`config.mk`:
```
export PLATFORM = sky130hd
export DESIGN_NAME = decode_arbiter_flat
export DESIGN_NICKNAME = d
export VERILOG_FILES = /design/src/rtl/decode_arbiter_if.sv /design/src/rtl/decode_arbiter.sv /design/src/flat_wrapper.sv
export SDC_FILE = /design/constraint.sdc
export NUM_CORES = 1
export LEC_CHECK = 0
export ABC_AREA = 1
export BUFFER_PORTS_ARGS = -buffer_cell sky130_fd_sc_hd__clkbuf_2
export CAP_MARGIN = 20
export CELL_PAD_IN_SITES_DETAIL_PLACEMENT = 0
export CELL_PAD_IN_SITES_GLOBAL_PLACEMENT = 1
export CORE_MARGIN = 2
export CORE_UTILIZATION = 30
export DETAILED_ROUTE_END_ITERATION = 16
export PLACE_DENSITY_LB_ADDON = 0.3
export SLEW_MARGIN = 5
export SYNTH_ARGS = -nofsm -noshare
export SYNTH_HDL_FRONTEND = slang
export SYNTH_SLANG_ARGS = --single-unit
```
`constraint.sdc`:
```
create_clock -name clk -period 1.9 [get_ports clk]
set_input_delay 0.095 -clock clk [delete_from_list [all_inputs] [get_ports clk]]
set_output_delay 0.095 -clock clk [all_outputs]
set_load 0.02 [all_outputs]
```
`src/rtl/decode_arbiter_if.sv`:
```
// Request/response bundle between the requesters, decode_arbiter and the shared decode_fp.
// slave is the arbiter side; master is the environment (requesters plus decoder).
interface decode_arbiter_if;
   logic [3:0]  req;
   logic [63:0] fp_bus;
   logic [3:0]  rsp_valid;
   logic [3:0]  rsp_d1;
   logic [3:0]  rsp_d2;
   logic        rsp_err;
   logic        busy;
   logic        dec_start;
   logic [15:0] dec_fp;
   logic        dec_ack;
   logic        dec_done;
   logic [3:0]  dec_d1;
   logic [3:0]  dec_d2;

   modport slave (
      input  req, fp_bus, dec_done, dec_d1, dec_d2,
      output rsp_valid, rsp_d1, rsp_d2, rsp_err, busy, dec_start, dec_fp, dec_ack
   );

   modport master (
      output req, fp_bus, dec_done, dec_d1, dec_d2,
      input  rsp_valid, rsp_d1, rsp_d2, rsp_err, busy, dec_start, dec_fp, dec_ack
   );
endinterface

```
`src/rtl/decode_arbiter.sv`:
```
// Round-robin arbiter sharing one decode_fp among four requesters, with decoder Start/Ack
// handshake, hung-decoder timeout and one-cycle response strobe. All outputs registered.
module decode_arbiter #(
   parameter int unsigned TIMEOUT = 64
) (
   input logic             clk,
   input logic             reset_n,
   decode_arbiter_if.slave bus
);

   typedef enum logic [1:0] {StIdle, StIssue, StWait, StReply} state_e;

   localparam logic [7:0] CntLast = 8'(TIMEOUT - 1);

   state_e      state_q, state_d;
   logic [1:0]  last_grant_q, last_grant_d;
   logic [1:0]  grant_q, grant_d;
   logic        mask_q, mask_d;
   logic [7:0]  cnt_q, cnt_d;
   logic [15:0] dec_fp_q, dec_fp_d;
   logic        dec_start_q, dec_start_d;
   logic        dec_ack_q, dec_ack_d;
   logic [3:0]  rsp_valid_q, rsp_valid_d;
   logic [3:0]  rsp_d1_q, rsp_d1_d;
   logic [3:0]  rsp_d2_q, rsp_d2_d;
   logic        rsp_err_q, rsp_err_d;
   logic        busy_q, busy_d;

   logic [3:0]  eligible;
   logic        found;
   logic [1:0]  pick;

   // The requester just served is masked for exactly one IDLE cycle after REPLY.
   always_comb begin
      eligible = bus.req & ~(mask_q ? (4'b0001 << last_grant_q) : 4'b0000);
      found    = 1'b0;
      pick     = last_grant_q;
      for (int k = 1; k <= 4; k++) begin
         if (!found && eligible[last_grant_q + 2'(k)]) begin
            found = 1'b1;
            pick  = last_grant_q + 2'(k);
         end
      end
   end

   always_comb begin
      state_d      = state_q;
      last_grant_d = last_grant_q;
      grant_d      = grant_q;
      mask_d       = mask_q;
      cnt_d        = cnt_q;
      dec_fp_d     = dec_fp_q;
      dec_start_d  = dec_start_q;
      dec_ack_d    = dec_ack_q;
      rsp_valid_d  = rsp_valid_q;
      rsp_d1_d     = rsp_d1_q;
      rsp_d2_d     = rsp_d2_q;
      rsp_err_d    = rsp_err_q;

      unique case (state_q)
         StIdle: begin
            mask_d = 1'b0;
            if (found) begin
               grant_d     = pick;
               dec_fp_d    = bus.fp_bus[{pick, 4'b0000} +: 16];
               dec_start_d = 1'b1;
               state_d     = StIssue;
            end
         end
         StIssue: begin
            dec_start_d = 1'b0;
            cnt_d       = 8'd0;
            state_d     = StWait;
         end
         StWait: begin
            cnt_d = cnt_q + 8'd1;
            // Done wins over a timeout landing in the same cycle.
            if (bus.dec_done) begin
               rsp_d1_d    = bus.dec_d1;
               rsp_d2_d    = bus.dec_d2;
               rsp_err_d   = 1'b0;
               rsp_valid_d = 4'b0001 << grant_q;
               dec_ack_d   = 1'b1;
               state_d     = StReply;
            end else if (cnt_q == CntLast) begin
               rsp_d1_d    = 4'd15;
               rsp_d2_d    = 4'd15;
               rsp_err_d   = 1'b1;
               rsp_valid_d = 4'b0001 << grant_q;
               dec_ack_d   = 1'b1;
               state_d     = StReply;
            end
         end
         StReply: begin
            rsp_valid_d  = 4'b0000;
            dec_ack_d    = 1'b0;
            rsp_err_d    = 1'b0;
            last_grant_d = grant_q;
            mask_d       = 1'b1;
            state_d      = StIdle;
         end
         default: state_d = StIdle;
      endcase

      busy_d = (state_d != StIdle);
   end

   always_ff @(posedge clk) begin
      if (!reset_n) begin
         state_q      <= StIdle;
         last_grant_q <= 2'd3;
         grant_q      <= 2'd0;
         mask_q       <= 1'b0;
         cnt_q        <= 8'd0;
         dec_fp_q     <= 16'd0;
         dec_start_q  <= 1'b0;
         dec_ack_q    <= 1'b0;
         rsp_valid_q  <= 4'd0;
         rsp_d1_q     <= 4'd0;
         rsp_d2_q     <= 4'd0;
         rsp_err_q    <= 1'b0;
         busy_q       <= 1'b0;
      end else begin
         state_q      <= state_d;
         last_grant_q <= last_grant_d;
         grant_q      <= grant_d;
         mask_q       <= mask_d;
         cnt_q        <= cnt_d;
         dec_fp_q     <= dec_fp_d;
         dec_start_q  <= dec_start_d;
         dec_ack_q    <= dec_ack_d;
         rsp_valid_q  <= rsp_valid_d;
         rsp_d1_q     <= rsp_d1_d;
         rsp_d2_q     <= rsp_d2_d;
         rsp_err_q    <= rsp_err_d;
         busy_q       <= busy_d;
      end
   end

   assign bus.rsp_valid = rsp_valid_q;
   assign bus.rsp_d1    = rsp_d1_q;
   assign bus.rsp_d2    = rsp_d2_q;
   assign bus.rsp_err   = rsp_err_q;
   assign bus.busy      = busy_q;
   assign bus.dec_start = dec_start_q;
   assign bus.dec_fp    = dec_fp_q;
   assign bus.dec_ack   = dec_ack_q;

endmodule

```
`src/flat_wrapper.sv`:
```
// flat-port wrapper written by rule: the top's interface ports become plain ports
module decode_arbiter_flat 
#(
   parameter int unsigned TIMEOUT = 64
)
  (clk, reset_n, bus_req, bus_fp_bus, bus_dec_done, bus_dec_d1, bus_dec_d2, bus_rsp_valid, bus_rsp_d1, bus_rsp_d2, bus_rsp_err, bus_busy, bus_dec_start, bus_dec_fp, bus_dec_ack);
  decode_arbiter_if bus_i ();
  input logic clk;
  input logic reset_n;
  input wire logic [$bits(bus_i.req)-1:0] bus_req;
  input wire logic [$bits(bus_i.fp_bus)-1:0] bus_fp_bus;
  input wire logic [$bits(bus_i.dec_done)-1:0] bus_dec_done;
  input wire logic [$bits(bus_i.dec_d1)-1:0] bus_dec_d1;
  input wire logic [$bits(bus_i.dec_d2)-1:0] bus_dec_d2;
  output wire logic [$bits(bus_i.rsp_valid)-1:0] bus_rsp_valid;
  output wire logic [$bits(bus_i.rsp_d1)-1:0] bus_rsp_d1;
  output wire logic [$bits(bus_i.rsp_d2)-1:0] bus_rsp_d2;
  output wire logic [$bits(bus_i.rsp_err)-1:0] bus_rsp_err;
  output wire logic [$bits(bus_i.busy)-1:0] bus_busy;
  output wire logic [$bits(bus_i.dec_start)-1:0] bus_dec_start;
  output wire logic [$bits(bus_i.dec_fp)-1:0] bus_dec_fp;
  output wire logic [$bits(bus_i.dec_ack)-1:0] bus_dec_ack;
  assign bus_i.req = bus_req;
  assign bus_i.fp_bus = bus_fp_bus;
  assign bus_i.dec_done = bus_dec_done;
  assign bus_i.dec_d1 = bus_dec_d1;
  assign bus_i.dec_d2 = bus_dec_d2;
  assign bus_rsp_valid = bus_i.rsp_valid;
  assign bus_rsp_d1 = bus_i.rsp_d1;
  assign bus_rsp_d2 = bus_i.rsp_d2;
  assign bus_rsp_err = bus_i.rsp_err;
  assign bus_busy = bus_i.busy;
  assign bus_dec_start = bus_i.dec_start;
  assign bus_dec_fp = bus_i.dec_fp;
  assign bus_dec_ack = bus_i.dec_ack;
  decode_arbiter #(.TIMEOUT(TIMEOUT)) u_core (.clk(clk), .reset_n(reset_n), .bus(bus_i));
endmodule
```
==> results of run 1 <==
==> worst min-delay path by stage <==
stage / from / to / slack (ns) / depth (start not counted)
after CTS: bus_dec_d1[2] / u_core.bus.rsp_d1[2]$_SDFFE_PN0P_ / 0.04 / 3
after floorplan: reset_n / u_core.state_q[1]$_SDFF_PN0_ / 0.23 / 2
final: bus_dec_d1[2] / u_core.bus.rsp_d1[2]$_SDFFE_PN0P_ / 0.05 / 3
after global placement: bus_dec_d1[0] / u_core.bus.rsp_d1[0]$_SDFFE_PN0P_ / 0.36 / 3
after detailed placement: bus_dec_d1[0] / u_core.bus.rsp_d1[0]$_SDFFE_PN0P_ / 0.37 / 3
after global routing: bus_dec_d2[1] / u_core.bus.rsp_d2[1]$_SDFFE_PN0P_ / 0.06 / 3
==> power by group through the flow <==
stage | Clock, uW | Combinational (uW) | Sequential, uW
floorplan | 0 | 2390 | 1600
global placement | 0 | 3810 | 1420
detailed placement | 0 | 3830 | 1420
CTS | 684 | 3980 | 1400
global route | 722 | 5340 | 1460
finish | 650 | 4870 | 1420
==> synthesized netlist by cell type <==
cell type / count
clkinv_2: 1
nor4_1: 1
nand2_4: 6
inv_2: 1
ha_1: 9
buf_2: 9
clkinv_1: 1
nor2_1: 9
and2_1: 2
a31oi_1: 1
nand2_1: 96
nand2_2: 6
inv_6: 1
o211ai_1: 2
clkbuf_1: 3
inv_4: 1
inv_1: 56
nand3_2: 7
nor3_1: 7
nand4_1: 3
nor2_2: 1
buf_4: 3
o21ai_1: 4
buf_6: 3
nand3_4: 1
dfxtp_1: 47
o221ai_1: 8
o21ai_0: 8
a21oi_1: 37
nand3_1: 91
==> timing repair <==
action                                  CTS  global route
buffers inserted                          2             7
pin swaps                                 6            18
endpoints found under the setup margin   17            27
gates cloned                              0             5
gates resized for setup                  13            73
==> stage by stage <==
step	utilization, %	instances	area [sq um]	setup TNS (ns)
global placement	40.5	669	3740	-0.367
floorplan	-	425	2890	0
CTS	42.2	679	3900	-0.725
detailed placement	40.5	669	3740	-1.02
finish	47.7	691	4410	-0.423
global route	47.7	691	4410	-3.25
==> cells by family (layout without fill, tap and decap cells) <==
logic type | count (synthesis) | in the layout | share of synthesized area (%)
AO/OA/AOI/OAI | 60 | 60 | 11.8
buffers and inverters | 79 | 216 | 12.2
adder cells (fa/ha/maj) | 9 | 9 | 3.94
AND/OR/NAND/NOR | 230 | 230 | 39.2
flip-flops | 47 | 47 | 32.9
==> cell type report <==
type	count	area, sq um	area share, %
multi-input cells	299	1930	43.7
clock inverters	2	16.3	0.369
repair buffers	147	1030	23.3
inverters	61	244	5.54
well taps	129	161	3.66
flip-flops and latches	47	950	21.5
clock buffers	6	82.6	1.87
==> routing by layer <==
metal  vias up  track usage [%]
met4         0             4.47
met2       111             26.9
li1       1671                -
met3         8             4.00
met5         -                0
met1      1448             21.7
==> flip-flops by register name (all words and copies together) (netlist names), 2 cells and up <==
name                  cells
u_core.bus.dec_fp        16
u_core.bus.rsp_d1         4
u_core.bus.rsp_d2         4
u_core.bus.rsp_valid      4
u_core.cnt_q              8
u_core.grant_q            2
u_core.last_grant_q       2
u_core.state_q            2
==> worst max-delay path, delay by kind of cell (launching register included) <==
family | cells | cell delay [ns]
DFF | 1 | 0.41
adders and majority gates | 1 | 0.33
buffers and inverters | 4 | 0.44
AOI/OAI and AO/OA | 1 | 0.05
and+or+nand+nor | 6 | 0.61
==> impl_metrics.tcl, run 1 <==
set metrics [dict create \
    cp.required_ns 2.10 \
    cp-endpoint "u_core.bus.dec_fp[13]$_SDFFE_PN0P_" \
    n_fill_cell 969 \
    dr.pass1.iters 4 \
    critical_path_class "flip-flop to flip-flop" \
    drv_slew 0 \
    violations "setup timing" \
    cp.arrival_ns 2.15 \
    track_usage_pct 16.5 \
    syn_nets 513 \
    initial_core_util_pct 31.0 \
    drt_iter0_markers 103 \
    clockPowerShare_pct 9.4 \
    portBuffers 110 \
    routed_wl_mm 9.07 \
    synth_area_sq_mm 0.00286 \
    status "complete, but fails checks" \
    max-vdd-ir-drop_v 0.000767 \
    max_stage_delay_ns 0.41 \
    period_minus_slack_ns 1.96 \
    dr_wl_met3_microns 689 \
    grt_pass1_vias 2995 \
    drive_gt1_share_pct 40.7 \
    routedWlPerCell_microns 13.1 \
    crit_chain "inv_6, ha_4, buf_12, nand2_4, nand2_4, buf_4, nand4_1, nand2_4, clkbuf_16, nand3_1, nand3_2, a21oi_2" \
    drc 0 \
    finClkSkew_ns 0.00719 \
    clock_path_buffers 2 \
    syn_to_final_growth_pct 54.0 \
    reg2reg_from "u_core.last_grant_q[0]$_SDFFE_PN1P_" \
    leakagePower_uw 0.00226 \
    drv_cap 0 \
    core_sq_mm 0.00924 \
    hold_slack_ns 0.0516 \
    grt_pass1_wl_mm 13.8 \
    final_cell_mix "110 x clkbuf_2, 88 x nand2_1, 75 x nand3_1" \
    critPathCaptureType "flip-flop" \
    insertion_delay_ns 0.30 \
    cp_max_fo 5 \
    final_nets 649 \
    relSlewSlack_pct 80.0 \
    clkSlewWorstSetupHoldPaths_ns 0.09 \
    htreeDepth 2 \
    place_congestion 0.843 \
    cts_buffers 5 \
    yosysTopAreaCellShare_pct 32.9 \
    hold_path_class "primary input to flip-flop" \
    fmax_ghz 0.511 \
    final.period_utilization_pct 103 \
    powerDensity_mw_per_mm2 1570 \
    die_w_microns 102 \
    netSwitchingFraction_pct 47.2 \
    n_antenna_cell 0 \
    r2r_setup_slack_ns -0.06 \
    p_int_uw 3660 \
    wl_met2_mm 4.32 \
    finalHoldViolCount 0 \
    critPathLaunchType "flip-flop" \
    place_ws_ns -0.0888 \
    final_common_cell "clkbuf_2" \
    holdBufCountCts 0 \
    worst-slew-pin-transition_ns 0.297 \
    rsz0062_at_grt "yes" \
    top_layer_used "met4" \
    setup_viol 17 \
    yosys-top-cells-area "dfxtp_1 33%, nand3_1 16%, nand2_1 13%" \
    crit_start "u_core.last_grant_q[0]$_SDFFE_PN1P_" \
    p_switching_uw 3280 \
    dieArea_sq_mm 0.0103 \
    reg2reg_to "u_core.bus.dec_fp[13]$_SDFFE_PN0P_" \
    cp_slowest_cell "dfxtp_4" \
    reg2reg_depth 12 \
    ant_nets 0 \
    cts_tree "built" \
    grt_max_degree 23 \
    ys_seq_elements 47 \
    p_comb_share_pct 70.2 \
    vias_per_cell 4.69 \
    synthCells 425 \
    seq_area_frac_synth_pct 32.9 \
    drt-met1-wl_mm 3.97 \
    ys_types 30 \
    synth.avg_cell_area_sq_um 6.73 \
    power_frac_seq_pct 20.5 \
    cts_sinks 47 \
    grt_overflow 0 \
    fp.dieH_microns 102 \
    num_rows 35 \
    vias 3238 \
    root_buffer "clkbuf_8" \
    ios 111 \
    yosys_warnings 0 \
    synth_top_area_cell "dfxtp_1" \
    antenna_found_initial 0 \
    cpMostUsedCell "nand2_4" \
    hpwl_mm 6.61 \
    finalWorstSetupSlack_ns -0.0555 \
    total_power_uw 6940 \
]
Note: power is estimated with default switching activity, not from simulation.
==> inputs of run 2 (changes only) <==
--- a/config.mk
+++ b/config.mk
@@ -6,10 +6,12 @@
 export NUM_CORES = 1
 export LEC_CHECK = 0
 export ABC_AREA = 1
+export ABC_CLOCK_PERIOD_IN_PS = 1900
 export BUFFER_PORTS_ARGS = -buffer_cell sky130_fd_sc_hd__clkbuf_2
 export CAP_MARGIN = 20
 export CELL_PAD_IN_SITES_DETAIL_PLACEMENT = 0
 export CELL_PAD_IN_SITES_GLOBAL_PLACEMENT = 1
+export CORE_ASPECT_RATIO = 0.7
 export CORE_MARGIN = 2
 export CORE_UTILIZATION = 30
 export DETAILED_ROUTE_END_ITERATION = 16
==> run 2 against run 1 <==
Effect of this change:
- the run still ends with setup timing left
- via count grew 1.8%
- power is 4.3% lower
- sequential power about the same
- die area up 0.12%
- count of clock-buffer cells in the layout is the same
- clock power grew 31%
- wire length about the same
- global-route usage grew 0.93 points
- largest power group unchanged
==> impl_metrics.tcl, run 2 (synthesis gave the netlist of run 1 again) <==
set metrics [dict create \
    status "complete, but fails checks" \
    violations "setup timing" \
    routed_wl_mm 9.07 \
    drv_cap 0 \
    num_rows 29 \
    place_congestion 0.890 \
    critical_path_class "flip-flop to flip-flop" \
    final_common_cell "clkbuf_2" \
    drv_slew 0 \
    track_usage_pct 17.4 \
    powerDensity_mw_per_mm2 1560 \
    critical_path_buf_inv_count 3 \
    max_stage_delay_ns 0.36 \
    cp.arrival_ns 2.16 \
    dr.pass1.iters 4 \
    setup_viol 16 \
    hpwl_mm 6.75 \
    critPathCaptureType "flip-flop" \
    cp_top_family "simple AND/OR/NAND/NOR gates" \
    fin_area_sq_mm 0.00425 \
    largest_register_ffs 16 \
    worst-slew-pin-transition_ns 0.381 \
    final_cell_mix "110 x clkbuf_2, 88 x nand2_1, 77 x nand3_1" \
    fmax_ghz 0.506 \
    fp.dieH_microns 85.7 \
    routedWlPerCell_microns 13.3 \
    dp_cells 666 \
    drive_gt1_share_pct 38.7 \
    grtUsageMet2_pct 27.8 \
    cp_max_fo 8 \
    initial_core_util_pct 31.2 \
    grt_util_met1_pct 24.6 \
    total_power_uw 6640 \
    met3_usage_pct 3.39 \
    grt.busiest_layer "met2" \
    finalWorstSetupSlack_ns -0.0759 \
    cp.required_ns 2.08 \
    dieArea_sq_mm 0.0103 \
    relSlewSlack_pct 74.6 \
    placed_cell_area_sq_mm 0.00371 \
    final_nets 643 \
    antenna_found_initial 0 \
    clock_path_buffers 2 \
    drt_iter0_markers 180 \
    ant_nets 0 \
    instances_no_fill 680 \
    cts_sinks 47 \
    max-vdd-ir-drop_v 0.000731 \
    grt_max_degree 25 \
    grt_pass1_vias 3079 \
    cts_tree "built" \
    hold_path_class "primary input to flip-flop" \
    n_fill_cell 937 \
    vias_per_cell 4.85 \
    crit_chain "inv_2, ha_4, nand2_2, nand3_2, nand2_2, nand2_4, nand2_4, nand2_4, nand2_4, nand2_8, buf_12, nand3_2, nand2_1, nand2_1, nand2_1, o21ai_1, inv_1" \
    cts_buffers 5 \
    grt_pass1_wl_mm 14.6 \
    rsz0062_at_grt "yes" \
    grt_overflow 0 \
    portBuffers 110 \
    die_w_microns 121 \
    cpMostUsedCell "nand2_4" \
    finClkSkew_ns 0.00473 \
    syn_to_final_growth_pct 48.5 \
    root_buffer "clkbuf_16" \
    leakagePower_uw 0.00218 \
    core_sq_mm 0.00918 \
    seq_area_sq_um 946 \
    cp_slowest_cell "dfxtp_2" \
    n_antenna_cell 0 \
    multi_input_area_sq_mm 0.00185 \
    utilization_pct 46.3 \
    final.period_utilization_pct 104 \
    ios 111 \
    vias 3295 \
    critPathLaunchType "flip-flop" \
    period_minus_slack_ns 1.98 \
    htreeDepth 2 \
    finalHoldViolCount 0 \
    clkSlewWorstSetupHoldPaths_ns 0.06 \
    insertion_delay_ns 0.28 \
    drc 0 \
]
==> run 2: cell count changes in the layout (fill, tap and decap cells not counted), moves of 4 or more <==
cell | previous run | this run
clkbuf_8 | 6 | 0
buf_12 | 8 | 4
nand2_2 | 3 | 9
nand2_4 | 14 | 8
a21oi_1 | 27 | 31
a21oi_2 | 10 | 6
nand3_4 | 10 | 6
==> run 2: final cells by class <==
type / instances / share of cell area, %
multi-input cells: 299 / 43.6
flip-flops and latches: 47 / 22.3
repair buffers: 141 / 21.4
inverters: 61 / 5.71
well taps: 124 / 3.65
clock inverters: 2 / 0.294
clock buffers: 6 / 3.03
==> run 2: what timing repair did <==
item / in CTS / in global routing
cloned: 2 / 0
hold buffers: 0 / 0
pin swaps: 14 / 6
buffers inserted: 2 / 2
setup endpoints to repair: 20 / 28
gates resized for setup: 47 / 26
==> run 2: tightest hold or removal path, cell delays in order <==
cell	delay [ns]
clkbuf_2	0.08
o221ai_1	0.11
inv_1	0.06
==> run 2: final timing paths <==
| path | from | end | slack (ns) | depth (start not counted) |
|---|---|---|---|---|
| min reg2reg | u_core.cnt_q[7]$_SDFFE_PN0P_ | u_core.cnt_q[7]$_SDFFE_PN0P_ | 0.46 | 1 |
| max | u_core.last_grant_q[1]$_SDFFE_PN1P_ | u_core.bus.dec_fp[0]$_SDFFE_PN0P_ | -0.08 | 17 |
| min | bus_dec_d1[1] | u_core.bus.rsp_d1[1]$_SDFFE_PN0P_ | 0.08 | 3 |
| max reg2reg | u_core.last_grant_q[1]$_SDFFE_PN1P_ | u_core.bus.dec_fp[0]$_SDFFE_PN0P_ | -0.08 | 17 |
==> run 2: power by group <==
group / total [uW] / switching [uW] / internal, uW / leakage (uW)
clock: 851 / 365 / 486 / 0.0000669
combinational: 4360 / 2570 / 1790 / 0.00173
sequential: 1430 / 190 / 1240 / 0.000385
total: 6640 / 3130 / 3510 / 0.00218
==> run 2: per-layer routing <==
metal / vias up / share of wire (%)
met2: 83 / 45
met3: 6 / 4.9
met4: 0 / 0.93
met5: - / 0
met1: 1533 / 50
li1: 1673 / -
==> run 2: stage by stage <==
step | TNS, ns | hold slack, ns | setup WS, ns
floorplan | 0 | 0.225 | 0.000533
global placement | -1.31 | 0.363 | -0.101
detailed placement | -1.31 | 0.371 | -0.104
CTS | -0.0455 | 0.0772 | -0.0355
global route | -2.76 | 0.0940 | -0.170
finish | -0.469 | 0.0788 | -0.0759
